$ cat src/rtl/elpis_print_buffer_pkg.sv
// print_buf_pkg: register map, field indices and full-policy mode for elpis_print_buffer.
package print_buf_pkg;
  localparam logic [1:0] ADDR_DATA = 2'd0, ADDR_STATUS = 2'd1, ADDR_CTRL = 2'd2;
  localparam int ST_EMPTY = 0, ST_FULL = 1, ST_OVF = 2, ST_MODE = 3, ST_CHAN = 4, ST_COUNT = 8;
  localparam int CTRL_MODE = 0, CTRL_CLEAR = 1;
  typedef enum logic {MODE_BLOCK = 1'b0, MODE_DROP = 1'b1} mode_e;
endpackage

$ cat src/rtl/elpis_print_buffer_fifo.sv
// sync_fifo_ff: flop-based FIFO with one extra pointer bit so count = wr_ptr - rd_ptr.
module sync_fifo_ff #(
  parameter int WIDTH = 33,
  parameter int DEPTH = 8,
  localparam int AW = $clog2(DEPTH)
)(
  input  logic             clk,
  input  logic             rst_n,
  input  logic             push,
  input  logic             pop,
  input  logic             flush,
  input  logic [WIDTH-1:0] din,
  output logic             full,
  output logic             empty,
  output logic [AW:0]      count,
  output logic [WIDTH-1:0] head
);
  localparam int CW = AW + 1;
  logic [WIDTH-1:0] mem [DEPTH];
  logic [AW:0] wr_ptr, rd_ptr;
  assign count = wr_ptr - rd_ptr;
  assign full  = count[AW];
  assign empty = count == '0;
  assign head  = mem[rd_ptr[AW-1:0]];
  always_ff @(posedge clk or negedge rst_n)
    if (!rst_n) begin
      wr_ptr <= '0;
      rd_ptr <= '0;
    end else if (flush) begin
      wr_ptr <= '0;
      rd_ptr <= '0;
    end else begin
      if (push) wr_ptr <= wr_ptr + CW'(1);
      if (pop) rd_ptr <= rd_ptr + CW'(1);
    end
  always_ff @(posedge clk)
    if (push && !flush) mem[wr_ptr[AW-1:0]] <= din;
endmodule

$ cat src/rtl/elpis_print_buffer.sv
// elpis_print_buffer: tagged print FIFO drained over Wishbone, with BLOCK/DROP full policy and LA flags.
module elpis_print_buffer
  import print_buf_pkg::*;
#(
  parameter int DATA_W = 32,
  parameter int DEPTH = 8,
  parameter int CHANNELS = 2,
  localparam int CH_W = (CHANNELS > 1) ? $clog2(CHANNELS) : 1,
  localparam int AW = $clog2(DEPTH)
)(
  input  logic              wb_clk_i,
  input  logic              rst_n,
  input  logic              print_valid,
  input  logic [DATA_W-1:0] print_data,
  input  logic [CH_W-1:0]   print_chan,
  output logic              print_ready,
  input  logic              wbs_cyc_i,
  input  logic              wbs_stb_i,
  input  logic              wbs_we_i,
  input  logic [3:0]        wbs_adr_i,
  input  logic [31:0]       wbs_dat_i,
  output logic [31:0]       wbs_dat_o,
  output logic              wbs_ack_o,
  output logic              la_avail,
  output logic              la_overflow
);
  localparam int CW = AW + 1;
  mode_e mode;
  logic req, wr, rd, pop, push, clear, w1c, drop, full, empty;
  logic [1:0] sel;
  logic [AW:0] count, cnt_n;
  logic [CH_W-1:0] head_ch;
  logic [DATA_W-1:0] head_data;
  logic [31:0] status, rdata;
  logic unused_bits;
  assign unused_bits = ^{wbs_adr_i[1:0], wbs_dat_i[31:3]};
  assign sel   = wbs_adr_i[3:2];
  assign req   = wbs_cyc_i && wbs_stb_i && !wbs_ack_o;
  assign wr    = req && wbs_we_i;
  assign rd    = req && !wbs_we_i;
  assign print_ready = mode == MODE_DROP || !full;
  assign pop   = rd && sel == ADDR_DATA && !empty;
  assign clear = wr && sel == ADDR_CTRL && wbs_dat_i[CTRL_CLEAR];
  assign w1c   = wr && sel == ADDR_STATUS && wbs_dat_i[ST_OVF];
  // A pop in the same cycle frees the slot, so a full FIFO can still accept.
  assign push  = print_valid && print_ready && (!full || pop) && !clear;
  assign drop  = print_valid && print_ready && full && !pop && !clear;
  assign cnt_n = clear ? '0 : count + CW'(push) - CW'(pop);
  sync_fifo_ff #(.WIDTH(DATA_W + CH_W), .DEPTH(DEPTH)) u_fifo (
    .clk(wb_clk_i), .rst_n(rst_n), .push(push), .pop(pop), .flush(clear),
    .din({print_chan, print_data}), .full(full), .empty(empty), .count(count),
    .head({head_ch, head_data})
  );
  always_comb begin
    status = '0;
    status[ST_EMPTY] = empty;
    status[ST_FULL] = full;
    status[ST_OVF] = la_overflow;
    status[ST_MODE] = mode;
    status[ST_CHAN +: 4] = empty ? 4'd0 : 4'(head_ch);
    status[ST_COUNT +: 8] = 8'(count);
    rdata = sel == ADDR_DATA ? (empty ? 32'd0 : 32'(head_data)) :
            sel == ADDR_STATUS ? status :
            sel == ADDR_CTRL ? 32'(mode) : 32'd0;
  end
  always_ff @(posedge wb_clk_i or negedge rst_n)
    if (!rst_n) begin
      mode <= MODE_BLOCK;
      la_overflow <= 1'b0;
      la_avail <= 1'b0;
      wbs_ack_o <= 1'b0;
      wbs_dat_o <= '0;
    end else begin
      wbs_ack_o <= req;
      if (rd) wbs_dat_o <= rdata;
      if (wr && sel == ADDR_CTRL) mode <= mode_e'(wbs_dat_i[CTRL_MODE]);
      la_overflow <= !clear && ((la_overflow && !w1c) || drop);
      la_avail <= cnt_n != '0;
    end
endmodule
$ cat config.mk
export PLATFORM = sky130hd
export DESIGN_NAME = elpis_print_buffer
export DESIGN_NICKNAME = d
export VERILOG_FILES = /design/src/rtl/elpis_print_buffer_pkg.sv /design/src/rtl/elpis_print_buffer_fifo.sv /design/src/rtl/elpis_print_buffer.sv
export SDC_FILE = /design/constraint.sdc
export NUM_CORES = 1
export LEC_CHECK = 0
export CAP_MARGIN = 20
export CORE_MARGIN = 4
export CORE_UTILIZATION = 45
export CTS_CLUSTER_SIZE = 25
export DETAILED_ROUTE_END_ITERATION = 10
export GPL_TIMING_DRIVEN = 1
export PLACE_DENSITY = 0.7
export REMOVE_ABC_BUFFERS = 1
export SYNTH_ARGS = -nofsm -noshare
export SYNTH_HDL_FRONTEND = slang
export SYNTH_SLANG_ARGS = --single-unit
$ cat constraint.sdc
create_clock -name wb_clk_i -period 6 [get_ports wb_clk_i]
set_input_delay 0.9 -clock wb_clk_i [delete_from_list [all_inputs] [get_ports wb_clk_i]]
set_output_delay 0.9 -clock wb_clk_i [all_outputs]
set_load 0.005 [all_outputs]
# Word level (Yosys, flattened, before mapping)
# Memory sizes are Yosys's and may differ from the RTL's.
# Index checks and enable logic that the tools add are counted.
dict set report word_totals {
  ff_bits 44
  ramBits 264
  input_bits 75
  out_inout_bits 36
  word_cells 61
  n_memories 1
}
dict set report op_classes {
  add_sub_neg 5
  eq_ne 2
  muxes 12
  n_reduce_logical 34
}
# memory words word_bits read_ports rd_clocked_by_memory_dff wr line_no
set mem_list {}
lappend mem_list {u_fifo.mem 8 33 1 0 1 elpis_print_buffer_fifo.sv:19} ;# logic [WIDTH-1:0] mem [DEPTH];
# operator n
set op_table {}
lappend op_table {{$mux W32} 2}
lappend op_table {{$mux W4} 5}
lappend op_table {{$logic_and A1 B1 Y1} 19}
lappend op_table {{$mux W12} 1}
lappend op_table {{$add A4 B1 Y4 const B} 2}
lappend op_table {{$logic_not A1 Y1} 7}
lappend op_table {{$add A4 B1 Y4} 1}
lappend op_table {{$logic_not A4 Y1} 1}
lappend op_table {{$mux W1} 4}
lappend op_table {{$reduce_bool A2 Y1} 2}
lappend op_table {{$reduce_bool A4 Y1} 1}
lappend op_table {{$sub A4 B1 Y4} 1}
lappend op_table {{$sub A4 B4 Y4} 1}
lappend op_table {{$logic_or A1 B1 Y1} 3}
lappend op_table {{$eq A2 B1 Y1 const B} 1}
lappend op_table {{$eq A2 B2 Y1 const B} 1}
lappend op_table {{$logic_not A2 Y1} 1}

# Logic depth before layout (Yosys ltp)
dict set report depth {
  word_depth 12
  mapped_depth 21
  ltp_nobuf 18
}

# Cells and area by module
# Synthesis repeated with hierarchy kept, for this count alone.
dict set report unflattened {
  cells_unflattened 647
  area_unflattened_um2 12094.1
}
# module n_inst cells_per_inst area_each_um2 seq_area_each_um2
set by_module_without_submodules {}
lappend by_module_without_submodules {sync_fifo_ff 1 516 10502.6 8127.8}
lappend by_module_without_submodules {elpis_print_buffer 1 131 1591.5 900.9}

# Worst setup path after synthesis
# No wires, ideal clock.
dict set report synth_timing {
  path_type {reg-to-reg}
  from {register u_fifo.rd_ptr[1]}
  to {memory u_fifo.mem[0][0], enable pin}
  arrival_time_ns 6.013
  t_required_ns 5.494
  setup_slack_ns -0.519
  path_stages_with_launch 17
  period_less_slack_ns 6.519
  path_cell_list {dfrtp_1 > buf_2 > buf_2 > buf_2 > inv_1 > ha_1 > nand3b_1 > and3_1 > nor2_1 > inv_1 > ha_1 > and3b_1 > nor4b_4 > o31a_2 > nand2b_1 > buf_6 > nor4_1}
}
dict set report synth_via {
  elab_chain_cells 10
  elab_cells_between_ends 13
  cone_classes {1 x add/sub; 2 x mux; 10 x reduce/logical}
}
# element line_no
set synth_rtl {}
lappend synth_rtl {{from (decl)} elpis_print_buffer_fifo.sv:20} ;# logic [AW:0] wr_ptr, rd_ptr;
lappend synth_rtl {{from (signal assigned)} elpis_print_buffer_fifo.sv:34} ;# if (pop) rd_ptr <= rd_ptr + CW'(1);
lappend synth_rtl {{$sub A4 B4 Y4 *} elpis_print_buffer_fifo.sv:21} ;# assign count = wr_ptr - rd_ptr;
lappend synth_rtl {{$logic_not A4 Y1} elpis_print_buffer_fifo.sv:23} ;# assign empty = count == '0;
lappend synth_rtl {{$logic_not A1 Y1} elpis_print_buffer.sv:42} ;# assign pop = rd && sel == ADDR_DATA && !empty;
lappend synth_rtl {{$logic_and A1 B1 Y1} elpis_print_buffer.sv:42}
lappend synth_rtl {{$logic_or A1 B1 Y1} elpis_print_buffer.sv:46} ;# assign push = print_valid && print_ready && (!full || pop) && !clear;
lappend synth_rtl {{$logic_and A1 B1 Y1 * (2 in series)} elpis_print_buffer.sv:46}
lappend synth_rtl {{$logic_and A1 B1 Y1 *} elpis_print_buffer_fifo.sv:37} ;# if (push && !flush) mem[wr_ptr[AW-1:0]] <= din;
lappend synth_rtl {{$mux W1 *} elpis_print_buffer_fifo.sv:37}
lappend synth_rtl {{$mux W1 (implied by the code) *} elpis_print_buffer_fifo.sv:37}
lappend synth_rtl {{to (decl)} elpis_print_buffer_fifo.sv:19}
# Every way passes the cells marked *; elsewhere a longest branch is shown, timed or not.

# Worst setup path after layout
dict set report layout_timing {
  from {register u_fifo.wr_ptr[0]}
  to {register la_avail}
}
dict set report layout_via {
  elab_chain_cells 11
  elab_cells_between_ends 14
  cone_classes {3 x add/sub; 1 x mux; 10 x reduce/logical}
}
# element line_no
set layout_rtl {}
lappend layout_rtl {{from (decl)} elpis_print_buffer_fifo.sv:20}
lappend layout_rtl {{from (signal assigned)} elpis_print_buffer_fifo.sv:33} ;# if (push) wr_ptr <= wr_ptr + CW'(1);
lappend layout_rtl {{$sub A4 B4 Y4 *} elpis_print_buffer_fifo.sv:21}
lappend layout_rtl {{$logic_not A4 Y1} elpis_print_buffer_fifo.sv:23}
lappend layout_rtl {{$logic_not A1 Y1} elpis_print_buffer.sv:42}
lappend layout_rtl {{$logic_and A1 B1 Y1} elpis_print_buffer.sv:42}
lappend layout_rtl {{$logic_or A1 B1 Y1} elpis_print_buffer.sv:46}
lappend layout_rtl {{$logic_and A1 B1 Y1 (2 in series)} elpis_print_buffer.sv:46}
lappend layout_rtl {{$add A4 B1 Y4} elpis_print_buffer.sv:48} ;# assign cnt_n = clear ? '0 : count + CW'(push) - CW'(pop);
lappend layout_rtl {{$sub A4 B1 Y4 *} elpis_print_buffer.sv:48}
lappend layout_rtl {{$mux W4 *} elpis_print_buffer.sv:48}
lappend layout_rtl {{$reduce_bool A4 Y1 *} elpis_print_buffer.sv:78} ;# la_avail <= cnt_n != '0;
lappend layout_rtl {{to (signal assigned)} elpis_print_buffer.sv:70} ;# la_avail <= 1'b0;
lappend layout_rtl {{to (signal assigned)} elpis_print_buffer.sv:78}
lappend layout_rtl {{to (decl)} elpis_print_buffer.sv:24} ;# output logic la_avail,
# Marked as above.
# A chain may end at the register's enable or synchronous reset.

==> results.md <==
- Reg2reg path depth: 17
- Max Cap Viol: 0
- Hold buffers post-CTS: 0
- Setup violations, final: 0
- Worst rel slew slack: 0.308
- Post-synth EDFFs: 264
- Final hold violations: 0
- Wire per inst: 22.5 um
- Final Util: 0.549
- Worst Tran Pin Value: 1.04 ns
- Clock slew at reported path FFs: 0.07 ns
- R2R Path End: la_avail
- RSZ-0062 raised after global routing: false
- Most frequent cells in the layout: edfxtp_1 (264), clkdlybuf4s50_1 (78), mux4_2 (66)
- HPWL after DPL: 13600 um
- Crit path to: la_avail
- Cells after Synth: 614
- Final critical-path required period: 4.43 ns
- Synth Cell Area: 0.0121 mm2
- Core area: 0.0262 mm2
- Num rows: 59
- Ys Warns: 0
- Total GRT Usage: 0.166
- Clock latency on the worst-skew pair: 0.55 ns
- Clock tree buffer depth: 3
- Library cells used by synthesis: 41
- Total power divided by cell area: 446 mW/mm2
- Clock sink total: 308
- Via count of the first global-routing pass: 6264
- Type of element capturing the critical path: flop
- Commonest non-fill, non-tap cell in the layout: edfxtp_1
- Final nets: 802
- Via count: 5936
- VDD IR max: 277 uV
- Top-level I/O count: 111
- CP startpoint kind: flop
- Setup Buffers After CTS: 0
- DRT Pass-1 Iters: 5
- HP Class: in -> async
- Critical path type: reg -> reg
- DR iter-0 viols: 441
- Share of cells above drive strength 1: 0.212
- Finished Layout Cells: 1074
- Total congestion overflow: 0
- Initial core utilization: 0.460
- Total CTS buffers: 30
- Syn Area/Cell: 19.6 um2
- Clk_skew: 0.0163 ns
- H-tree Lvls: 1
- Async S/R FF share, synth: 0.143
- Register area share after synthesis: 0.749
- Die ar.: 0.0295 mm2
- PortBufs: 79
- LEAKAGE: 0.00485 uW
- Total power: 6410 uW
- Seq cells post-synth: 308
- Initial antenna violation count: 0
- First-pass GRT wire length: 37300 um
- CP arrival: 4.83 ns
- Placed insts: 1018
- Root Buffer: clkbuf_16
- Highest clock rate: 226 MHz
- # diodes: 0
- Post-route ant nets: 0
- Top FF cell, synth: edfxtp_1
- Post-DR vias/cell: 5.53
- Die Height: 172 um
- Worst r2r src: u_fifo.wr_ptr[0]
- Required @ worst endpoint: 6.41 ns
- Die Wd: 172 um
- Internal reg-to-reg setup slack: 1.57 ns
- Status: completed
- Worst-path fanout max: 9
- Syn-to-layout area delta: 19.3%
- Final Cycle Share: 0.738
- CTS tree: done
- Final Max Tran Viols: 0
- # DRC: 0
- Post_cts resized: 0
- Routed wire length: 24200 um
- Maximum number of pins on one net before global-route repair: 70
- Critical path origin: u_fifo.wr_ptr[0]
- Placer Congestion: 0.787
-- synth_stat cells, drive strengths merged, types with 3 or more instances --
cell,instances,area share
nor2,15,0.0047
o21ai,31,0.013
inv,12,0.0037
nor3,7,0.0029
a21oi,19,0.0079
xnor2,4,0.0029
mux2i,31,0.026
nand2b,3,0.0022
clkbuf,8,0.0025
dfrtp,44,0.091
ha,10,0.010
nand2,43,0.013
nand3,3,0.0012
mux4,66,0.12
buf,23,0.011
o22ai,4,0.0021
nor4b,3,0.0052
edfxtp,264,0.66
xor2,3,0.0022
-- logic make-up after synthesis --
| group | synth area share |
|---|---|
| flops | 0.749 |
| mux | 0.149 |
| simple gates | 0.0390 |
| compound gates | 0.0269 |
| buf+inv | 0.0174 |
| fa+ha+maj | 0.0137 |
| xor+xnor | 0.00509 |
-- final cells by class --
class	count	area (um2)
fill	2001	11800
inverter	12	45.0
multi-input combinational	263	2860
clock buffer	34	786
sequential	308	9030
timing repair buffer	100	956
clock inverter	22	284
tap	335	419
-- registers in the layout, summed over array words and instances (netlist names) --
register,flops
u_fifo.mem,264
u_fifo.wr_ptr,4
la_overflow,1
mode,1
u_fifo.rd_ptr,4
la_avail,1
wbs_ack_o,1
wbs_dat_o,32
-- metrics by stage --
stage	TNS (ns)	hold slack, ns	area [um2]	worst slack [ns]
after detailed placement	0	0.472	13300	1.60
after CTS	0	0.479	14400	1.59
after global routing	0	0.524	14400	1.29
after floorplan	-325.26	0.473	11900	-2.34
final	0	0.477	14400	1.57
after global placement	0	0.468	13300	1.66
-- per-layer routing --
layer | wire, um | up-vias | GRT usage | part of all wire
li1 | - | 2653 | - | -
met1 | 10400 | 3096 | 0.234 | 0.43
met2 | 12100 | 159 | 0.278 | 0.50
met3 | 1330 | 28 | 0.0303 | 0.055
met4 | 337 | 0 | 0.0317 | 0.014
met5 | 0 | - | 0 | 0
-- worst max-delay path: stages (launching register included) --
cell and delay [ns]:
dfrtp_1 0.59, inv_1 0.17, ha_1 0.23, nand3b_1 0.18, a21oi_1 0.33, nor2_1 0.20, inv_1 0.09, ha_1 0.13
and3b_1 0.28, nor4b_4 0.08, o31a_2 0.33, nand2b_1 0.52, inv_1 0.11, ha_1 0.25, fa_1 0.43, xor2_1 0.15
nor3_1 0.14, a21oi_1 0.10
-- where the power goes --
group	internal (uW)	switching [uW]	total [uW]	leakage, uW
Sequential	2620	166	2780	0.00295
Clock	1200	780	1980	0.000510
Combinational	835	813	1650	0.00140
-- worst min path at each step --
stage | to | slack (ns) | depth (start not counted)
after floorplan | wbs_dat_o[11] | 0.47 | 2
after global placement | wbs_dat_o[14] | 0.47 | 2
after detailed placement | wbs_dat_o[6] | 0.47 | 2
after CTS | wbs_dat_o[29] | 0.48 | 2
after global routing | wbs_dat_o[7] | 0.52 | 2
final | wbs_dat_o[5] | 0.48 | 2
No activity file was read; power rests on OpenSTA's default activity.
